`src/rtl/serial_sub_pkg.sv`:
```
// Shared types and helpers for the bit-serial subtract unit.
package serial_sub_pkg;

  typedef enum logic [1:0] {
    IDLE = 2'd0,
    RUN  = 2'd1,
    DONE = 2'd2
  } state_t;

  // Signed overflow of a - b: operands differ in sign and the result sign
  // disagrees with the minuend.
  function automatic logic sub_overflow(input logic a_msb, input logic b_msb,
                                        input logic d_msb);
    return (a_msb != b_msb) && (d_msb != a_msb);
  endfunction

endpackage

```
`src/rtl/serial_sub_sub_1b.sv`:
```
// One-bit full-subtractor cell: d = a - b - bi, bo = borrow out.
module sub_1b (
  input  logic a,
  input  logic b,
  input  logic bi,
  output logic d,
  output logic bo
);

  assign d  = a ^ b ^ bi;
  assign bo = (~a & b) | (~(a ^ b) & bi);

endmodule

```
`src/rtl/serial_sub.sv`:
```
// Bit-serial WIDTH-bit subtractor, LSB first, with a start/ready/done handshake.
module serial_sub
  import serial_sub_pkg::*;
#(
  parameter int WIDTH = 8
) (
  input  logic             clk,
  input  logic             rst_n,
  input  logic             start,
  input  logic [WIDTH-1:0] a,
  input  logic [WIDTH-1:0] b,
  output logic             ready,
  output logic             done,
  output logic [WIDTH-1:0] diff,
  output logic             borrow,
  output logic             overflow,
  output logic             zero
);

  localparam int CNT_W = (WIDTH > 1) ? $clog2(WIDTH) : 1;

  state_t           state_q, state_d;
  logic [WIDTH-1:0] sh_a_q, sh_b_q;
  logic [WIDTH-2:0] res_q;
  logic [CNT_W-1:0] cnt_q;
  logic             br_q, a_msb_q, b_msb_q;
  logic             d_bit, bo_bit, accept, last;
  logic [WIDTH-1:0] res_full;

  sub_1b u_cell (
    .a  (sh_a_q[0]),
    .b  (sh_b_q[0]),
    .bi (br_q),
    .d  (d_bit),
    .bo (bo_bit)
  );

  // The result register is one bit short: the final bit goes straight into diff.
  assign res_full = {d_bit, res_q};
  assign last     = (cnt_q == CNT_W'(WIDTH - 1));

  always_ff @(posedge clk or negedge rst_n) begin
    if (!rst_n) state_q <= IDLE;
    else        state_q <= state_d;
  end

  // NOTE: every output of this block gets a default first so no latch is inferred.
  always_comb begin
    state_d = state_q;
    ready   = 1'b0;
    done    = 1'b0;
    accept  = 1'b0;
    unique case (state_q)
      IDLE: begin
        ready = 1'b1;
        if (start) begin
          accept  = 1'b1;
          state_d = RUN;
        end
      end
      RUN:     if (last) state_d = DONE;
      DONE: begin
        done    = 1'b1;
        state_d = IDLE;
      end
      default: state_d = IDLE;
    endcase
  end

  // NOTE: sequential state uses non-blocking assignments so all flops update together.
  // NOTE: every register here is small, so all of them take the reset, not just control.
  always_ff @(posedge clk or negedge rst_n) begin
    if (!rst_n) begin
      sh_a_q   <= '0;
      sh_b_q   <= '0;
      res_q    <= '0;
      cnt_q    <= '0;
      br_q     <= 1'b0;
      a_msb_q  <= 1'b0;
      b_msb_q  <= 1'b0;
      diff     <= '0;
      borrow   <= 1'b0;
      overflow <= 1'b0;
      zero     <= 1'b0;
    end else if (accept) begin
      sh_a_q   <= a;
      sh_b_q   <= b;
      a_msb_q  <= a[WIDTH-1];
      b_msb_q  <= b[WIDTH-1];
      res_q    <= '0;
      cnt_q    <= '0;
      br_q     <= 1'b0;
      diff     <= '0;
      borrow   <= 1'b0;
      overflow <= 1'b0;
      zero     <= 1'b0;
    end else if (state_q == RUN) begin
      sh_a_q <= sh_a_q >> 1;
      sh_b_q <= sh_b_q >> 1;
      res_q  <= res_full[WIDTH-1:1];
      br_q   <= bo_bit;
      cnt_q  <= cnt_q + 1'b1;
      if (last) begin
        diff     <= res_full;
        borrow   <= bo_bit;
        overflow <= sub_overflow(a_msb_q, b_msb_q, d_bit);
        zero     <= ~|res_full;
      end
    end
  end

endmodule

```
`config.mk`:
```
export PLATFORM = sky130hd
export DESIGN_NAME = serial_sub
export DESIGN_NICKNAME = d
export VERILOG_FILES = /design/src/rtl/serial_sub_pkg.sv /design/src/rtl/serial_sub_sub_1b.sv /design/src/rtl/serial_sub.sv
export SDC_FILE = /design/constraint.sdc
export NUM_CORES = 1
export LEC_CHECK = 0
export CAP_MARGIN = 20
export CORE_MARGIN = 2
export CORE_UTILIZATION = 25
export CTS_CLUSTER_SIZE = 28
export DETAILED_ROUTE_END_ITERATION = 7
export PLACE_DENSITY = 0.53
export SKIP_LAST_GASP = 1
export SLEW_MARGIN = 15
export SYNTH_ARGS = -nofsm -noshare
export SYNTH_HDL_FRONTEND = slang
export SYNTH_SLANG_ARGS = --single-unit
```
`constraint.sdc`:
```
create_clock -name clk -period 3.5 [get_ports clk]
set_input_delay 0.35 -clock clk [delete_from_list [all_inputs] [get_ports clk]]
set_output_delay 0.35 -clock clk [all_outputs]
set_load 0.005 [all_outputs]
```
==> flow_summary.toml <==
[floorplan]
core-area_sq_um = 6870
placementRows = 30
die_x_microns = 88.5
initial_utilization = 0.260
die_h_microns = 88.5
num_io_pins = 32
dieArea_sq_um = 7830

[global_routing]
busiest_layer = "met1"
grt_overflow = 0
grt_pass1_wl_mm = 5.66
gr-usage-met1 = 0.147
grt_usage = 0.0978
antenna_found_initial = 0
grt_start_max_net_pins = 43
use_met2 = 0.127
grt_pass1_vias = 1090
met3_usage = 0.0326

[critical_path]
crit_cells = 5
crit_end = "overflow"
endpoint_kind = "flop"
setup.worst_path.class = "flop to flop"
crit_family = "simple AND/OR/NAND/NOR gates"
cp_slowest_stage_delay_ns = 0.59
start_kind = "flop"
startpoint = "cnt_q[0]"
timing.rr.end = "overflow"
arrival_ns = 2.24
cp.required_ns = 3.73
crit_chain = "ha_1 > ha_1 > and3b_1 > nor2_1 > a22o_1"
critical_path.most_common_cell = "ha_1"
regToRegStartpoint = "cnt_q[0]"
path_buf_inv = 0
critPathSlowestCell = "nor2_1"
crit_fanout = 13
reg2reg_depth = 5
r2r_setup_slack_ns = 1.49

[timing]
hold_viol = 0
period_needed_ns = 2.01
setup_viol = 0
fmax_ghz = 0.497
holdWs_ns = 0.190
rsz0062_at_grt = "false"
max_slew.worst_pin.slew_ns = 1.03
finalClockSkew_ns = 0.00521
max_slew_margin = 0.314
period_share = 0.575
worst_slack_ns = 1.49
report.final.slew_viol_count = 0
final.setup.tns_ns = 0

[layout]
diodes = 0
nNetsFinal = 211
layout-drive-gt1-share = 0.0476
fillCellCount = 702
synthToLayoutAreaGrowth_pct = 25.5
instances_no_fill = 285

[synthesis]
synth_cells = 160
synth-simple-area-share = 0.119
ys_warn_count = 0
syn_area_per_cell_sq_um = 11.2
syn_area_sq_um = 1790
ys.flop_type = "dfrtp_1"
yosys.area_share.adder = 0.0252
synth_enable_flop_cells = 0
ys_ff_latch = 42
yosys-mux-area-fraction = 0.0743
synth_top_family_by_area = "compound AO/OA/AOI/OAI gates"
ys_seq_area_frac = 0.589
async_reset_ff_frac = 1.00
synth-compound-area-share = 0.151
synth_xor_xnor_area_share = 0
syn-num-nets = 182
synth_cell_types = 26

[routing]
vias = 1202
postRouteAntennaNets = 0
drt_wl_total_mm = 3.50
first_pass_iters = 4
post-route-drc-count = 0
drt_iter0_drc = 94
wl_per_cell_microns = 12.3
via_per_inst = 4.22

[clock_network]
clkTransAtPathRegs_ns = 0.07
cts_htree_levels = 2
ctsHoldBuffers = 0
cts_max_path_buffers = 2
root_buffer = "clkbuf_8"
post_cts_resized = 0
cts_buffers = 5
worstSkewPairLatency_ns = 0.29
post_cts_buffers = 0
cts_sinks = 42
tritoncts = "done"

[power]
power.density_nw_per_um2 = 802
power.leakage_nw = 0.979
ir_worst_vdd_v = 0.000248
fin_total_pwr_mw = 1.80

[placed_design]
dp_worst_setup_slack_ns = 1.44
dp_cells = 278
hpwl_mm = 2.27
place_congestion = 0.698
io_buffer_count = 31

[min_path]
min_path_type = "input pin to asynchronous set/reset pin"

[run_status]
status = "finished, final reports clean"

[flow_run]
cap_viol_max_count = 0
==> layout make-up <==
cell class | count | area [sq um] | share of cell area
Multi-Input combinational cell | 105 | 666 | 0.297
Sequential cell | 42 | 1050 | 0.469
Timing Repair Buffer | 33 | 320 | 0.143
Tap cell | 96 | 120 | 0.0536
Inverter | 2 | 7.51 | 0.00335
Clock buffer | 7 | 76.3 | 0.0341
==> worst min-delay path by stage <==
stage               from         end
2_1_floorplan      rst_n     a_msb_q
3_3_place_gp   sh_a_q[0]   sh_a_q[0]
3_5_place_dp   sh_a_q[0]   sh_a_q[0]
4_1_cts            rst_n      borrow
5_1_grt            rst_n  state_q[1]
6_report           rst_n  state_q[1]
==> kinds of logic after synthesis <==
logic type      after synthesis
compound gates               41
fa+ha+maj                     3
buf+inv                      13
flops                        42
mux                          13
simple gates                 48
==> synthesized netlist by cell type (all sizes together) (2+ instances only) <==
| cell | instances | share of area |
|---|---|---|
| dfrtp | 42 | 0.59 |
| nand2 | 37 | 0.078 |
| o21ai | 22 | 0.062 |
| a22o | 12 | 0.059 |
| mux2i | 11 | 0.062 |
| buf | 9 | 0.033 |
| a22oi | 3 | 0.013 |
| clkbuf | 2 | 0.0049 |
| ha | 2 | 0.014 |
| inv | 2 | 0.0042 |
| mux2 | 2 | 0.013 |
| nand2b | 2 | 0.0070 |
| nor2 | 2 | 0.0042 |
| nor2b | 2 | 0.0070 |
| nor4 | 2 | 0.0070 |
| o21bai | 2 | 0.0084 |
==> power breakdown <==
part           switching (mW)  internal (mW)  total (mW)
Clock                   0.154          0.137       0.291
Sequential              0.141          0.685       0.825
Combinational           0.338          0.342       0.680
Total                   0.632           1.16        1.80
==> through the flow <==
stage                     area, sq um   util
final                            2240  0.326
after global routing             2240  0.326
after CTS                        2240  0.326
after global placement           2160  0.315
after floorplan                  1790      -
after detailed placement         2160  0.315
==> state kept, by name, summed over array words and instances, names as in the netlist <==
signal and cells:
a_msb_q 1, b_msb_q 1, borrow 1, br_q 1, cnt_q 3, diff 8, overflow 1, res_q 7
sh_a_q 8, sh_b_q 8, state_q 2, zero 1
==> placed cells by master (no fill, tap or decap) <==
cell / count
nor4_1: 2
inv_1: 2
a22o_1: 12
nand2_1: 37
nor2b_1: 2
nand3b_1: 1
and3b_1: 1
o21bai_1: 2
nor2_1: 2
o22ai_1: 1
dfrtp_1: 42
mux2i_1: 11
clkbuf_1: 2
buf_4: 2
o21ai_1: 7
o21ai_0: 15
a32o_1: 1
nor3b_4: 1
mux2_1: 2
clkdlybuf4s50_1: 30
clkbuf_8: 5
ha_1: 2
nand2b_1: 2
a22oi_1: 3
fa_1: 1
buf_2: 1
==> layer usage <==
layer / vias up / part of all wire
met5: - / 0
met4: 0 / 0.015
met3: 5 / 0.056
met2: 33 / 0.41
met1: 553 / 0.52
li1: 611 / -
Note: power is estimated with default switching activity, not from simulation.
